`src/rtl/isa_pkg.sv`:
```
// Shared 9-bit ISA encoding: word types, funct codes, command ops
// and the fixed MOVE encoding table used by encoder and decoder.
package isa_pkg;

  localparam logic [1:0] ITYPE_R  = 2'b00;
  localparam logic [1:0] ITYPE_BR = 2'b01;
  localparam logic [1:0] ITYPE_I  = 2'b10;
  localparam logic [1:0] ITYPE_LS = 2'b11;

  localparam logic [2:0] FUNCT_AND = 3'b000;
  localparam logic [2:0] FUNCT_ADD = 3'b001;

  localparam logic [8:0] DONE_WORD = 9'b010000000;

  typedef enum logic [3:0] {
    AND  = 4'd0,
    ADD  = 4'd1,
    ADDI = 4'd2,
    BR   = 4'd3,
    LD   = 4'd4,
    ST   = 4'd5,
    MOVE = 4'd6,
    LI   = 4'd7,
    DONE = 4'd8
  } op_e;

  function automatic logic [8:0] move_word(
    input logic [1:0] src,
    input logic [1:0] dst
  );
    logic [8:0] w;
    case ({src, dst})
      4'b0001: w = 9'b000000100;
      4'b0010: w = 9'b000001000;
      4'b0011: w = 9'b000001100;
      4'b0100: w = 9'b000001001;
      4'b0110: w = 9'b000001101;
      4'b0111: w = 9'b000001110;
      4'b1000: w = 9'b000010100;
      4'b1001: w = 9'b000011000;
      4'b1011: w = 9'b000011100;
      4'b1100: w = 9'b000011001;
      4'b1101: w = 9'b000011101;
      4'b1110: w = 9'b000011110;
      default: w = 9'b000000000;
    endcase
    return w;
  endfunction

endpackage

```
`src/rtl/instr_emitter_if.sv`:
```
// Command handshake from the loader plus the imem write port.
// master = loader side, slave = emitter side.
interface instr_emitter_if #(
  parameter int ADDR_W = 8
);
  logic              cmd_valid;
  logic              cmd_ready;
  logic [3:0]        cmd_op;
  logic [1:0]        cmd_ra;
  logic [1:0]        cmd_rb;
  logic [6:0]        cmd_imm;
  logic              imem_we;
  logic [ADDR_W-1:0] imem_addr;
  logic [8:0]        imem_wdata;

  modport master (
    output cmd_valid, cmd_op, cmd_ra,
    output cmd_rb, cmd_imm,
    input  cmd_ready,
    input  imem_we, imem_addr, imem_wdata
  );

  modport slave (
    input  cmd_valid, cmd_op, cmd_ra,
    input  cmd_rb, cmd_imm,
    output cmd_ready,
    output imem_we, imem_addr, imem_wdata
  );
endinterface

```
`src/rtl/instr_encode.sv`:
```
// Combinational command-to-word encoder; idx_i selects the
// second word of a pseudo-op expansion.
module instr_encode
  import isa_pkg::*;
(
  input  logic [3:0] op_i,
  input  logic [1:0] ra_i,
  input  logic [1:0] rb_i,
  input  logic [6:0] imm_i,
  input  logic       idx_i,
  output logic [8:0] word_o,
  output logic       illegal_o
);

  always_comb begin
    word_o    = '0;
    illegal_o = 1'b0;
    case (op_i)
      AND:  word_o = {ITYPE_R, FUNCT_AND, ra_i, rb_i};
      ADD:  word_o = {ITYPE_R, FUNCT_ADD, ra_i, rb_i};
      ADDI: word_o = {ITYPE_I, imm_i};
      BR: begin
        word_o    = {ITYPE_BR, imm_i};
        illegal_o = (imm_i == 7'd0);
      end
      LD:   word_o = {ITYPE_LS, 1'b0, ra_i, rb_i, 2'b00};
      ST:   word_o = {ITYPE_LS, 1'b1, ra_i, rb_i, 2'b00};
      MOVE: begin
        word_o    = move_word(ra_i, rb_i);
        illegal_o = (ra_i == rb_i);
      end
      LI: begin
        // r1 is the only ADDI target; relocate via MOVE 1->rd
        if (idx_i) word_o = move_word(2'd1, ra_i);
        else       word_o = {ITYPE_I, imm_i};
      end
      DONE:    word_o = DONE_WORD;
      default: illegal_o = 1'b1;
    endcase
  end

endmodule

```
`src/rtl/instr_emitter.sv`:
```
// Accepts loader commands, encodes them and writes the words
// sequentially into instruction memory.
module instr_emitter
  import isa_pkg::*;
#(
  parameter int ADDR_W = 8,
  parameter int DEPTH  = 256
) (
  input  logic              clk,
  input  logic              reset,
  instr_emitter_if.slave    bus,
  output logic [ADDR_W:0]   word_count,
  output logic              finished,
  output logic              error
);

  typedef enum logic [1:0] {
    IDLE,
    EMIT2,
    HALTED
  } state_e;

  state_e            state_q;
  logic [ADDR_W:0]   pc_q;
  logic              we_q;
  logic [ADDR_W-1:0] addr_q;
  logic [8:0]        wdata_q;
  logic              fin_q;
  logic              err_q;
  logic [1:0]        ra_q;

  logic              second;
  logic              accept;
  logic              two_word;
  logic              fits;
  logic [ADDR_W+1:0] need;
  logic [3:0]        enc_op;
  logic [1:0]        enc_ra;
  logic [8:0]        word;
  logic              illegal;

  assign second = (state_q == EMIT2);
  assign bus.cmd_ready = (state_q == IDLE) && !reset;
  assign accept = bus.cmd_valid && bus.cmd_ready;

  assign two_word = (bus.cmd_op == LI)
                 && (bus.cmd_ra != 2'd1);

  // both words of an LI must fit before anything is written
  assign need = {1'b0, pc_q}
              + {{ADDR_W{1'b0}}, two_word, ~two_word};
  assign fits = need <= (ADDR_W+2)'(DEPTH);

  assign enc_op = second ? LI : bus.cmd_op;
  assign enc_ra = second ? ra_q : bus.cmd_ra;

  instr_encode u_enc (
    .op_i      (enc_op),
    .ra_i      (enc_ra),
    .rb_i      (bus.cmd_rb),
    .imm_i     (bus.cmd_imm),
    .idx_i     (second),
    .word_o    (word),
    .illegal_o (illegal)
  );

  always_ff @(posedge clk) begin
    if (reset) begin
      state_q <= IDLE;
      pc_q    <= '0;
      we_q    <= 1'b0;
      addr_q  <= '0;
      wdata_q <= '0;
      fin_q   <= 1'b0;
      err_q   <= 1'b0;
      ra_q    <= '0;
    end else begin
      we_q <= 1'b0;
      case (state_q)
        IDLE: begin
          if (accept) begin
            if (illegal) begin
              err_q <= 1'b1;
            end else if (!fits) begin
              err_q   <= 1'b1;
              state_q <= HALTED;
            end else begin
              we_q    <= 1'b1;
              addr_q  <= pc_q[ADDR_W-1:0];
              wdata_q <= word;
              pc_q    <= pc_q + 1'b1;
              ra_q    <= bus.cmd_ra;
              if (bus.cmd_op == DONE) begin
                fin_q   <= 1'b1;
                state_q <= HALTED;
              end else if (two_word) begin
                state_q <= EMIT2;
              end
            end
          end
        end
        EMIT2: begin
          we_q    <= 1'b1;
          addr_q  <= pc_q[ADDR_W-1:0];
          wdata_q <= word;
          pc_q    <= pc_q + 1'b1;
          state_q <= IDLE;
        end
        HALTED: begin
        end
        default: state_q <= IDLE;
      endcase
    end
  end

  assign bus.imem_we    = we_q;
  assign bus.imem_addr  = addr_q;
  assign bus.imem_wdata = wdata_q;
  assign word_count     = pc_q;
  assign finished       = fin_q;
  assign error          = err_q;

endmodule
```
`src/flat_wrapper.sv`:
```
// flat-port wrapper written by rule: the top's interface ports become plain ports
module instr_emitter_flat import isa_pkg::*;
#(
  parameter int ADDR_W = 8,
  parameter int DEPTH  = 256
)
  (clk, reset, word_count, finished, error, bus_cmd_valid, bus_cmd_op, bus_cmd_ra, bus_cmd_rb, bus_cmd_imm, bus_cmd_ready, bus_imem_we, bus_imem_addr, bus_imem_wdata);
  instr_emitter_if #(.ADDR_W(ADDR_W)) bus_i ();
  input  logic clk;
  input  logic reset;
  output logic [ADDR_W:0] word_count;
  output logic finished;
  output logic error;
  input wire logic [$bits(bus_i.cmd_valid)-1:0] bus_cmd_valid;
  input wire logic [$bits(bus_i.cmd_op)-1:0] bus_cmd_op;
  input wire logic [$bits(bus_i.cmd_ra)-1:0] bus_cmd_ra;
  input wire logic [$bits(bus_i.cmd_rb)-1:0] bus_cmd_rb;
  input wire logic [$bits(bus_i.cmd_imm)-1:0] bus_cmd_imm;
  output wire logic [$bits(bus_i.cmd_ready)-1:0] bus_cmd_ready;
  output wire logic [$bits(bus_i.imem_we)-1:0] bus_imem_we;
  output wire logic [$bits(bus_i.imem_addr)-1:0] bus_imem_addr;
  output wire logic [$bits(bus_i.imem_wdata)-1:0] bus_imem_wdata;
  assign bus_i.cmd_valid = bus_cmd_valid;
  assign bus_i.cmd_op = bus_cmd_op;
  assign bus_i.cmd_ra = bus_cmd_ra;
  assign bus_i.cmd_rb = bus_cmd_rb;
  assign bus_i.cmd_imm = bus_cmd_imm;
  assign bus_cmd_ready = bus_i.cmd_ready;
  assign bus_imem_we = bus_i.imem_we;
  assign bus_imem_addr = bus_i.imem_addr;
  assign bus_imem_wdata = bus_i.imem_wdata;
  instr_emitter #(.ADDR_W(ADDR_W), .DEPTH(DEPTH)) u_core (.clk(clk), .reset(reset), .bus(bus_i), .word_count(word_count), .finished(finished), .error(error));
endmodule
```
`config.mk`:
```
export PLATFORM = sky130hd
export DESIGN_NAME = instr_emitter_flat
export DESIGN_NICKNAME = d
export VERILOG_FILES = /design/src/rtl/isa_pkg.sv /design/src/rtl/instr_emitter_if.sv /design/src/rtl/instr_encode.sv /design/src/rtl/instr_emitter.sv /design/src/flat_wrapper.sv
export SDC_FILE = /design/constraint.sdc
export NUM_CORES = 1
export LEC_CHECK = 0
export CORE_MARGIN = 3
export CORE_UTILIZATION = 49
export DETAILED_ROUTE_END_ITERATION = 10
export GPL_ROUTABILITY_DRIVEN = 0
export PLACE_DENSITY_LB_ADDON = 0.08
export SLEW_MARGIN = 20
export SYNTH_ARGS = -nofsm -noshare
export SYNTH_HDL_FRONTEND = slang
export SYNTH_SLANG_ARGS = --single-unit
```
`constraint.sdc`:
```
create_clock -name clk -period 10.1 [get_ports clk]
set_input_delay 3.03 -clock clk [delete_from_list [all_inputs] [get_ports clk]]
set_output_delay 3.03 -clock clk [all_outputs]
set_load 0.01 [all_outputs]
```
==> run_results.csv <==
group,metric,value,unit
worst_setup_path,critPathTopFamily,"buffers and inverters",
clocking,clock-root-buffer,"clkbuf_8",
sta,tightest_slew,951,ps
yosys,syn-num-nets,323,
routing,drt_iter0_drc,151,
clocking,cts_resized,0,
routing,route.detailed.drc,0,
worst_setup_path,end_kind,"output pin",
placement,portBuffers,47,
yosys,ys_seq_area_share,28.2,%
cells_and_area,areaGrowthSynthToFinish,22.4,%
worst_setup_path,path_common_cell,"clkdlybuf4s50_1",
flow_run,max-cap-violations,0,
yosys,synth_seq_cells,33,
min_path,hp-class,"reg -> reg",
worst_setup_path,cp_max_fo,25,
clocking,clockBufferDepth,2,
yosys,synth_area,0.00234,mm²
die,die_h,75.1,µm
sta,finalCritPeriodShare,79.4,%
grt,grt_pass1_wl,9720,µm
clocking,clkTransAtPathRegs,70,ps
sta,fin_tns_setup,0,ps
placement,dp_slack,2110,ps
yosys,yosysWarnings,0,
routing,viasPerCell,6.18,
clocking,clock-sinks,33,
grt,overflow,0,
routing,wl_per_cell,15.7,µm
pwr,p_leak,0.00105,µW
grt,antenna_found_initial,0,
die,die_area,0.00565,mm²
clocking,clk_latency,280,ps
clocking,numCtsBuffers,5,
pwr,powerDensity,111,mW/mm²
outcome,status,"finished clean",
pwr,ir_worst_vdd,0.0564,mV
cells_and_area,fin_nets,355,
worst_setup_path,crit_arrival,4990,ps
yosys,synth_edf_count,0,
die,core_area,0.00447,mm²
routing,first_pass_iters,4,
yosys,synth_area_per_cell,7.94,µm²
sta,fmax,125,MHz
yosys,synth_area_leader_cell,"dfxtp_1",
die,ios,48,
routing,via_count,2347,
routing,ant_nets,0,
worst_setup_path,path_class,"in -> out",
worst_setup_path,path_cells,"clkdlybuf4s50_1, nor3_1, clkdlybuf4s50_1",
yosys,synth_top_area_share,28.2,%
clocking,cts_tree,"done",
clocking,cts_hold_buf,0,
yosys,synth_ff_type,"dfxtp_1",
worst_setup_path,cp.required,7070,ps
grt,grt_max_degree,29,
sta,rsz0062_at_grt,"no",
grt,grt.total_usage,22.2,%
sta,report.final.hold_viol_count,0,
sta,timing.final.ws_setup,2080,ps
routing,wl,5970,µm
cells_and_area,n_antenna_cell,0,
clocking,cts.htree.levels,2,
yosys,synth_area_leaders,"dfxtp_1 28%, mux2i_1 6.8%, nand2_1 6.1%, ha_1 4.8%, o311ai_0 3.4%",
worst_setup_path,critPathLaunchType,"input pin",
sta,maxSlewHeadroom,36.4,%
sta,slew_violations,0,
yosys,async_flop_share,0,%
die,rows,24,
placement,dp_hpwl,4440,µm
grt,grt_pass1_vias,2097,
die,die_w,75.1,µm
sta,skew,6.71,ps
cells_and_area,drive_above_1_share,5.79,%
clocking,postCtsSetupBuffers,0,
yosys,ys_types,57,
die,start_util,52.3,%
sta,finalCriticalPeriod,8020,ps
worst_setup_path,path_buf_inv,2,
sta,setup_viol,0,
worst_setup_path,cpPeakStageDelay,890,ps
worst_setup_path,crit_slowest_cell,"clkdlybuf4s50_1",
yosys,synth_cells,295,
logic make-up (layout without fill, tap and decap cells):
group,count (synthesis),after routing,synth area share [%]
AOI/OAI and AO/OA,71,71,22.0
xor gates and xnor gates,3,3,1.12
adders and majority gates,10,10,5.66
buffers and inverters,36,69,7.85
DFF,33,33,28.2
muxes,16,16,6.84
and+or+nand+nor,126,126,28.4
layer usage:
layer | wire, µm | vias to the layer above | share of wire (%) | GRT usage (%)
li1 | - | 1170 | - | -
met1 | 2570 | 1098 | 43 | 28.2
met2 | 3020 | 69 | 51 | 38.5
met3 | 296 | 10 | 5.0 | 4.14
met4 | 81 | 0 | 1.4 | 6.21
met5 | 0 | - | 0 | 0
cells in the final DEF, fill, tap and decap left out, types with 3 or more instances in the layout:
master,Yosys,routed
ha_1,9,9
nor2_1,18,18
o311ai_0,9,9
nor2b_1,5,5
inv_1,12,12
a31oi_1,9,9
a211oi_1,5,5
o21ai_0,10,10
nor4_1,9,9
nor3b_1,4,4
clkbuf_8,0,6
nand4_1,4,4
o211ai_1,3,3
nand2_1,38,38
clkdlybuf4s50_1,0,47
mux2i_1,16,16
nand3_1,14,14
dfxtp_1,33,33
nand2b_1,5,5
nor3_1,12,12
a21oi_1,12,12
a211o_1,3,3
where the power goes:
part	switching [µW]	internal, µW
clock network	47.7	80.4
logic	29.6	23.8
registers	3.38	133
total	80.6	238
synth_stat cells (9+ instances only):
| cell type | number |
|---|---|
| nand2_1 | 38 |
| dfxtp_1 | 33 |
| nor2_1 | 18 |
| mux2i_1 | 16 |
| nand3_1 | 14 |
| a21oi_1 | 12 |
| inv_1 | 12 |
| nor3_1 | 12 |
| clkbuf_1 | 10 |
| o21ai_0 | 10 |
| a31oi_1 | 9 |
| ha_1 | 9 |
| nor4_1 | 9 |
| o311ai_0 | 9 |
sequential cells by signal, indices dropped and copies added (netlist names):
| name | count |
|---|---|
| u_core.error | 1 |
| u_core.word_count | 9 |
| u_core.bus.imem_we | 1 |
| u_core.ra_q | 2 |
| u_core.finished | 1 |
| u_core.state_q | 2 |
| u_core.bus.imem_addr | 8 |
| u_core.bus.imem_wdata | 9 |
area by class of cell:
class / count / area (µm²)
Clock buffer: 7 / 86.3
Clock inverter: 1 / 30.0
Multi-Input combinational cell: 226 / 1500
Timing Repair Buffer: 48 / 478
Fill cell: 418 / 1610
Inverter: 13 / 48.8
Tap cell: 52 / 65.1
Sequential cell: 33 / 661
worst min-delay path, cell delays in order (launching register included):
cell,delay (ps)
dfxtp_1,310
nand2_1,50
mux2i_1,60
stage by stage:
step | utilization (%) | hold WS (ps) | instances | power [µW] | area, µm²
after floorplan | - | 455 | 295 | 173 | 2340
after global placement | 61.5 | 444 | 372 | 192 | 2750
after detailed placement | 61.5 | 454 | 372 | 193 | 2750
after CTS | 64.1 | 464 | 380 | 319 | 2870
after global routing | 64.1 | 490 | 380 | 331 | 2870
final | 64.1 | 461 | 380 | 318 | 2870
worst paths after layout:
check / startpoint / to / slack (ps) / cells past startpoint
setup / recovery: reset / bus_cmd_ready / 2080 / 3
hold / removal: u_core.bus.imem_addr[6] / u_core.bus.imem_addr[6] / 460 / 2
setup reg to reg: u_core.word_count[0] / u_core.bus.imem_wdata[1] / 6570 / 9
hold reg to reg: u_core.bus.imem_addr[6] / u_core.bus.imem_addr[6] / 460 / 2
No activity file was read; power rests on OpenSTA's default activity.
